<file path="config.mk">
export PLATFORM = sky130hd
export DESIGN_NAME = bin_to_bcd_seq_flat
export DESIGN_NICKNAME = d
export VERILOG_FILES = /design/src/rtl/bin_to_bcd_seq_pkg.sv /design/src/rtl/bin_to_bcd_seq_if.sv /design/src/rtl/bin_to_bcd_seq_seg7_decode.sv /design/src/rtl/bin_to_bcd_seq.sv /design/src/flat_wrapper.sv
export SDC_FILE = /design/constraint.sdc
export NUM_CORES = 1
export LEC_CHECK = 0
export CAP_MARGIN = 20
export CORE_AREA = 2 2 105 107
export CTS_CLUSTER_DIAMETER = 80
export DETAILED_ROUTE_END_ITERATION = 12
export DIE_AREA = 0 0 107 109
export PLACE_DENSITY = 0.55
export SYNTH_ARGS = -nofsm -noshare
export SYNTH_HDL_FRONTEND = slang
export SYNTH_SLANG_ARGS = --single-unit
</file>
<file path="constraint.sdc">
create_clock -name Clock -period 1.6 [get_ports Clock]
set_input_delay 0.4 -clock Clock [delete_from_list [all_inputs] [get_ports Clock]]
set_output_delay 0.4 -clock Clock [all_outputs]
set_load 0.02 [all_outputs]
</file>
<file path="src/rtl/bin_to_bcd_seq_pkg.sv">
// Shared definitions for the sequential binary-to-BCD converter:
// FSM state encoding, digit/segment slice widths and active-low
// 7-segment patterns (bit0=a ... bit6=g).
package bin_to_bcd_seq_pkg;

    localparam int unsigned DIGIT_W = 4;
    localparam int unsigned SEG_W   = 7;

    typedef enum logic [1:0] {
        ST_IDLE = 2'd0,
        ST_CONV = 2'd1,
        ST_FIN  = 2'd2
    } state_e;

    localparam logic [SEG_W-1:0] SEG_0     = 7'b1000000;
    localparam logic [SEG_W-1:0] SEG_1     = 7'b1111001;
    localparam logic [SEG_W-1:0] SEG_2     = 7'b0100100;
    localparam logic [SEG_W-1:0] SEG_3     = 7'b0110000;
    localparam logic [SEG_W-1:0] SEG_4     = 7'b0011001;
    localparam logic [SEG_W-1:0] SEG_5     = 7'b0010010;
    localparam logic [SEG_W-1:0] SEG_6     = 7'b0000010;
    localparam logic [SEG_W-1:0] SEG_7     = 7'b1111000;
    localparam logic [SEG_W-1:0] SEG_8     = 7'b0000000;
    localparam logic [SEG_W-1:0] SEG_9     = 7'b0010000;
    localparam logic [SEG_W-1:0] SEG_BLANK = 7'b1111111;

endpackage

</file>
<file path="src/rtl/bin_to_bcd_seq_if.sv">
// Request/result bundle for bin_to_bcd_seq.
//   master: drives start, bin_in, blank_lz; observes results.
//   slave : the converter; drives busy, done, bcd_out, hex_out, overflow.
interface bin_to_bcd_seq_if #(
    parameter int unsigned WIDTH  = 8,
    parameter int unsigned DIGITS = 3
);
    import bin_to_bcd_seq_pkg::*;

    logic                      start;
    logic [WIDTH-1:0]          bin_in;
    logic                      blank_lz;
    logic                      busy;
    logic                      done;
    logic [DIGIT_W*DIGITS-1:0] bcd_out;
    logic [SEG_W*DIGITS-1:0]   hex_out;
    logic                      overflow;

    modport master (
        output start, bin_in, blank_lz,
        input  busy, done, bcd_out, hex_out, overflow
    );

    modport slave (
        input  start, bin_in, blank_lz,
        output busy, done, bcd_out, hex_out, overflow
    );

endinterface

</file>
<file path="src/rtl/bin_to_bcd_seq_seg7_decode.sv">
// One-digit BCD to active-low 7-segment decoder.
//   bcd_i   : BCD digit (10..15 decode as blank)
//   blank_i : force the digit dark
//   seg_c   : combinational segment pattern, bit0=a ... bit6=g
module bin_to_bcd_seq_seg7_decode
    import bin_to_bcd_seq_pkg::*;
(
    input  logic [DIGIT_W-1:0] bcd_i,
    input  logic               blank_i,
    output logic [SEG_W-1:0]   seg_c
);

    always_comb begin
        seg_c = SEG_BLANK;
        if (!blank_i) begin
            case (bcd_i)
                4'd0:    seg_c = SEG_0;
                4'd1:    seg_c = SEG_1;
                4'd2:    seg_c = SEG_2;
                4'd3:    seg_c = SEG_3;
                4'd4:    seg_c = SEG_4;
                4'd5:    seg_c = SEG_5;
                4'd6:    seg_c = SEG_6;
                4'd7:    seg_c = SEG_7;
                4'd8:    seg_c = SEG_8;
                4'd9:    seg_c = SEG_9;
                default: seg_c = SEG_BLANK;
            endcase
        end
    end

endmodule

</file>
<file path="src/rtl/bin_to_bcd_seq.sv">
// Sequential double-dabble binary-to-BCD converter with 7-segment outputs.
// Converts one input bit per clock; results are registered on the FIN cycle.
//   Clock, Resetn : clock and asynchronous active-low reset
//   bus (slave)   : start/bin_in/blank_lz request, busy/done handshake,
//                   bcd_out, hex_out (active-low) and overflow results
module bin_to_bcd_seq
    import bin_to_bcd_seq_pkg::*;
#(
    parameter int unsigned WIDTH  = 8,
    parameter int unsigned DIGITS = 3
) (
    input  logic             Clock,
    input  logic             Resetn,
    bin_to_bcd_seq_if.slave  bus
);

    localparam int unsigned SCR_W = DIGIT_W * DIGITS;
    localparam int unsigned HEX_W = SEG_W * DIGITS;
    localparam int unsigned CNT_W = $clog2(WIDTH + 1);

    state_e             state_q, state_d;
    logic [WIDTH-1:0]   shift_q, shift_d;
    logic [SCR_W-1:0]   scratch_q, scratch_d;
    logic [CNT_W-1:0]   cnt_q, cnt_d;
    logic               acc_q, acc_d;
    logic               blank_q, blank_d;
    logic               busy_q, busy_d;
    logic               done_q, done_d;
    logic [SCR_W-1:0]   bcd_q, bcd_d;
    logic [HEX_W-1:0]   hex_q, hex_d;
    logic               ovf_q, ovf_d;

    logic [SCR_W-1:0]       adj_c;
    logic [SCR_W+WIDTH-1:0] shifted_c;
    logic [DIGITS-1:0]      blank_c;
    logic                   all_zero_c;
    logic [HEX_W-1:0]       hex_c;

    // Leading-zero blanking: digit k>0 goes dark when it and all above are zero.
    always_comb begin
        blank_c    = '0;
        all_zero_c = 1'b1;
        for (int k = int'(DIGITS) - 1; k >= 1; k--) begin
            all_zero_c = all_zero_c & (scratch_q[k*DIGIT_W +: DIGIT_W] == 4'd0);
            blank_c[k] = blank_q & all_zero_c;
        end
    end

    for (genvar g = 0; g < DIGITS; g++) begin : g_dec
        bin_to_bcd_seq_seg7_decode u_dec (
            .bcd_i   (scratch_q[g*DIGIT_W +: DIGIT_W]),
            .blank_i (blank_c[g]),
            .seg_c   (hex_c[g*SEG_W +: SEG_W])
        );
    end

    // Next-state and datapath
    always_comb begin
        state_d   = state_q;
        shift_d   = shift_q;
        scratch_d = scratch_q;
        cnt_d     = cnt_q;
        acc_d     = acc_q;
        blank_d   = blank_q;
        done_d    = 1'b0;
        bcd_d     = bcd_q;
        hex_d     = hex_q;
        ovf_d     = ovf_q;
        adj_c     = scratch_q;
        shifted_c = '0;

        case (state_q)
            ST_IDLE: begin
                if (bus.start) begin
                    state_d   = ST_CONV;
                    shift_d   = bus.bin_in;
                    blank_d   = bus.blank_lz;
                    scratch_d = '0;
                    acc_d     = 1'b0;
                    cnt_d     = CNT_W'(WIDTH);
                end
            end
            ST_CONV: begin
                for (int k = 0; k < int'(DIGITS); k++) begin
                    if (scratch_q[k*DIGIT_W +: DIGIT_W] >= 4'd5) begin
                        adj_c[k*DIGIT_W +: DIGIT_W] = scratch_q[k*DIGIT_W +: DIGIT_W] + 4'd3;
                    end
                end
                shifted_c = {adj_c, shift_q} << 1;
                scratch_d = shifted_c[SCR_W+WIDTH-1:WIDTH];
                shift_d   = shifted_c[WIDTH-1:0];
                // Any bit leaving the top digit means the value needs more digits.
                acc_d     = acc_q | adj_c[SCR_W-1];
                cnt_d     = cnt_q - CNT_W'(1);
                if (cnt_q == CNT_W'(1)) begin
                    state_d = ST_FIN;
                end
            end
            ST_FIN: begin
                state_d = ST_IDLE;
                done_d  = 1'b1;
                bcd_d   = scratch_q;
                hex_d   = hex_c;
                ovf_d   = acc_q;
            end
            default: state_d = ST_IDLE;
        endcase

        busy_d = (state_d == ST_CONV);
    end

    // State and output registers
    always_ff @(posedge Clock or negedge Resetn) begin
        if (!Resetn) begin
            state_q   <= ST_IDLE;
            shift_q   <= '0;
            scratch_q <= '0;
            cnt_q     <= '0;
            acc_q     <= 1'b0;
            blank_q   <= 1'b0;
            busy_q    <= 1'b0;
            done_q    <= 1'b0;
            bcd_q     <= '0;
            hex_q     <= '1;
            ovf_q     <= 1'b0;
        end else begin
            state_q   <= state_d;
            shift_q   <= shift_d;
            scratch_q <= scratch_d;
            cnt_q     <= cnt_d;
            acc_q     <= acc_d;
            blank_q   <= blank_d;
            busy_q    <= busy_d;
            done_q    <= done_d;
            bcd_q     <= bcd_d;
            hex_q     <= hex_d;
            ovf_q     <= ovf_d;
        end
    end

    assign bus.busy     = busy_q;
    assign bus.done     = done_q;
    assign bus.bcd_out  = bcd_q;
    assign bus.hex_out  = hex_q;
    assign bus.overflow = ovf_q;

endmodule

</file>
<file path="src/flat_wrapper.sv">
// flat-port wrapper written by rule: the top's interface ports become plain ports
module bin_to_bcd_seq_flat import bin_to_bcd_seq_pkg::*;
#(
    parameter int unsigned WIDTH  = 8,
    parameter int unsigned DIGITS = 3
)
  (Clock, Resetn, bus_start, bus_bin_in, bus_blank_lz, bus_busy, bus_done, bus_bcd_out, bus_hex_out, bus_overflow);
  bin_to_bcd_seq_if #(.WIDTH(WIDTH), .DIGITS(DIGITS)) bus_i ();
  input  logic Clock;
  input  logic Resetn;
  input wire logic [$bits(bus_i.start)-1:0] bus_start;
  input wire logic [$bits(bus_i.bin_in)-1:0] bus_bin_in;
  input wire logic [$bits(bus_i.blank_lz)-1:0] bus_blank_lz;
  output wire logic [$bits(bus_i.busy)-1:0] bus_busy;
  output wire logic [$bits(bus_i.done)-1:0] bus_done;
  output wire logic [$bits(bus_i.bcd_out)-1:0] bus_bcd_out;
  output wire logic [$bits(bus_i.hex_out)-1:0] bus_hex_out;
  output wire logic [$bits(bus_i.overflow)-1:0] bus_overflow;
  assign bus_i.start = bus_start;
  assign bus_i.bin_in = bus_bin_in;
  assign bus_i.blank_lz = bus_blank_lz;
  assign bus_busy = bus_i.busy;
  assign bus_done = bus_i.done;
  assign bus_bcd_out = bus_i.bcd_out;
  assign bus_hex_out = bus_i.hex_out;
  assign bus_overflow = bus_i.overflow;
  bin_to_bcd_seq #(.WIDTH(WIDTH), .DIGITS(DIGITS)) u_core (.Clock(Clock), .Resetn(Resetn), .bus(bus_i));
endmodule
</file>
==> impl_metrics.json <==
{
  "outcome": "completed",
  "finalCriticalPeriod_ps": 1560,
  "worst_pin_slew_ps": 446,
  "io_buffers": 47,
  "die_h_um": 109,
  "cts_root_buffer": "clkbuf_8",
  "clkTransAtPathRegs_ps": 70,
  "synth_top_area_cell": "dfrtp_1",
  "cp_top_family": "flip-flops",
  "synth_area_leaders": "dfrtp_1 32%, dfstp_2 17%, o21ai_0 8.0%",
  "switching_share_pct": 40.5,
  "regToRegSetupSlack_ps": 120,
  "synth_top_area_share_pct": 32.4,
  "p_leak_nw": 1.91,
  "power_frac_clock_pct": 17.2,
  "maxCapViolations": 0,
  "antenna_found_initial": 0,
  "slew-limit-headroom_pct": 70.3,
  "crit_path_max_fanout": 2,
  "tritoncts": "done",
  "power_frac_comb_pct": 49.5,
  "rows": 38,
  "drc": 0,
  "timing.hold.ws_ps": 71.7,
  "vias_per_cell": 4.85,
  "dp.cells": 547,
  "core-area_mm2": 0.0106,
  "wl_per_cell_um": 12.9,
  "power_density_mw_per_mm2": 2110,
  "antenna_left": 0,
  "slowest_delay_ps": 530,
  "synth_ff_type": "dfrtp_1",
  "drive_above_1_share_pct": 25.3,
  "gp_congestion": 0.812,
  "initial_core_util_pct": 31.3,
  "drtIter0Drc": 134,
  "dp_hpwl_mm": 5.00,
  "ys_types": 42,
  "path_buf_inv": 1,
  "final-hold-violation-count": 0,
  "grt_max_degree": 65,
  "vdd_drop_max_mv": 0.628,
  "setup_viol": 0,
  "rr_worst_depth": 8,
  "period_share_pct": 97.3,
  "post-route-util_pct": 39.9,
  "cp-end-kind": "primary output",
  "cp_slowest_cell": "dfstp_2",
  "fin_skew_ps": 8.38,
  "clockBufferDepth": 2,
  "dr_total_vias": 2749,
  "seqPwrFrac_pct": 33.3,
  "start_kind": "flop",
  "io_pins": 48,
  "grt_pass1_wl_mm": 12.5,
  "die-area_mm2": 0.0117,
  "path_class": "flop to primary output",
  "drv_slew": 0,
  "synth.ff_latch_count": 64,
  "grt_pass1_vias": 2669,
  "cts_max_level": 3,
  "synth_edf_count": 0,
  "syn_inst": 356,
  "internal_power_mw": 5.31,
  "r2r-start": "u_core.scratch_q[9]",
  "setup_tns_ps": 0,
  "cts.sink_count": 64,
  "synthesis.nets": 386,
  "syn_area_per_cell_um2": 9.32,
  "reg2reg_to": "u_core.scratch_q[11]",
  "crit_arrival_ps": 1160,
  "nets": 452,
  "timing.final.ws_setup_ps": 43.0,
  "dp_slack_ps": -283,
  "yosysWarnings": 0,
  "grt.overflow.total": 0,
  "placed_cell_area_mm2": 0.00407,
  "final_common_cell": "nand2_1",
  "grt.total_usage_pct": 13.5,
  "dr.pass1.iters": 4,
  "wl_mm": 7.30,
  "fillers": 1089,
  "power.switching_mw": 3.61,
  "cts_buffers": 9,
  "async_flop_share_pct": 100,
  "fin_cells": 567,
  "clock_latency_ps": 340,
  "critical_path.cell_chain": "clkdlybuf4s15_1",
  "die_w_um": 107,
  "fmax_mhz": 642,
  "hold_class": "primary input to asynchronous set/reset pin",
  "diodes": 0,
  "critPathRequiredTime_ps": 1200,
  "power.total_mw": 8.92,
  "postCtsHoldBufs": 0,
  "fin_area_mm2": 0.00423,
  "layout_common_cells": "57 x nand2_1, 53 x o21ai_0, 41 x dfrtp_1, 28 x buf_4, 25 x a21oi_1",
  "yosysSeqAreaShare_pct": 49.1,
  "areaGrowthSynthToFinish_pct": 27.4,
  "synth.cell_area_mm2": 0.00332
}
[worst max path at each step]
stage	start	endpoint	slack, ps	cells after the start
2_1_floorplan	u_core.scratch_q[9]	u_core.bus.hex_out[12]	80	6
3_3_place_gp	bus_start	u_core.shift_q[7]	-180	4
3_5_place_dp	bus_start	u_core.shift_q[2]	-280	4
4_1_cts	u_core.bus.hex_out[2]	bus_hex_out[2]	6	1
5_1_grt	u_core.scratch_q[8]	u_core.scratch_q[11]	-30	8
6_report	u_core.bus.hex_out[19]	bus_hex_out[19]	40	1
[synthesized netlist by cell type (2+ instances only)]
cell / count
mux2_2: 2
inv_1: 15
buf_2: 13
a22o_1: 2
a21oi_2: 2
nand2_1: 57
a211oi_1: 2
dfstp_2: 21
nand3_1: 4
a31oi_1: 5
nand2b_1: 10
a22oi_1: 7
xnor2_1: 3
nor3_1: 5
o21ai_2: 2
dfrtp_1: 43
o31ai_1: 6
ha_1: 18
o22a_1: 3
nor2b_1: 13
clkbuf_1: 6
o211ai_1: 2
nor2_1: 15
o21ai_0: 53
o22ai_1: 2
a21oi_1: 27
buf_4: 2
o311ai_0: 2
[layout make-up]
cell class / count / area, µm² / area share (%)
inverter: 16 / 60.1 / 1.42
multi-input combinational: 254 / 1550 / 36.6
clock inverter: 3 / 65.1 / 1.54
timing repair buffer: 77 / 602 / 14.2
sequential: 64 / 1630 / 38.6
tap: 140 / 175 / 4.14
clock buffer: 13 / 149 / 3.52
[cells by family after synthesis]
| family | Yosys count | synth area share, % |
|---|---|---|
| buf+inv | 38 | 5.24 |
| simple gates | 110 | 15.6 |
| flops | 64 | 49.1 |
| xor+xnor | 3 | 0.792 |
| compound gates | 120 | 21.5 |
| fa+ha+maj | 18 | 6.79 |
| mux | 3 | 0.980 |
[power by group through the flow]
stage	clock network (mW)	logic (mW)	registers, mW
6_report	1.53	4.41	2.97
5_1_grt	1.65	4.98	3.08
4_1_cts	1.59	4.36	2.96
3_5_place_dp	0	4.54	2.99
3_3_place_gp	0	4.47	2.96
2_1_floorplan	0	2.49	3.31
[routing by layer]
layer / vias to the layer above / GRT usage [%] / part of all wire, %
li1: 1365 / - / -
met1: 1318 / 18.4 / 50
met2: 57 / 20.4 / 44
met3: 9 / 3.23 / 4.5
met4: 0 / 5.57 / 1.8
met5: - / 0 / 0
[sequential cells by signal (all words and copies together), names as in the netlist]
| register | flops |
|---|---|
| u_core.blank_q | 1 |
| u_core.cnt_q | 4 |
| u_core.bus.busy | 1 |
| u_core.scratch_q | 12 |
| u_core.shift_q | 8 |
| u_core.acc_q | 1 |
| u_core.bus.overflow | 1 |
| u_core.bus.bcd_out | 12 |
| u_core.bus.done | 1 |
| u_core.bus.hex_out | 21 |
| u_core.state_q | 2 |
[timing repair]
action	CTS	global route
pin swaps	0	2
endpoints found under the hold margin	0	0
gates resized for setup	57	31
setup endpoints to repair	36	41
setup buffers	0	4
(Power assumes the default switching activity.)
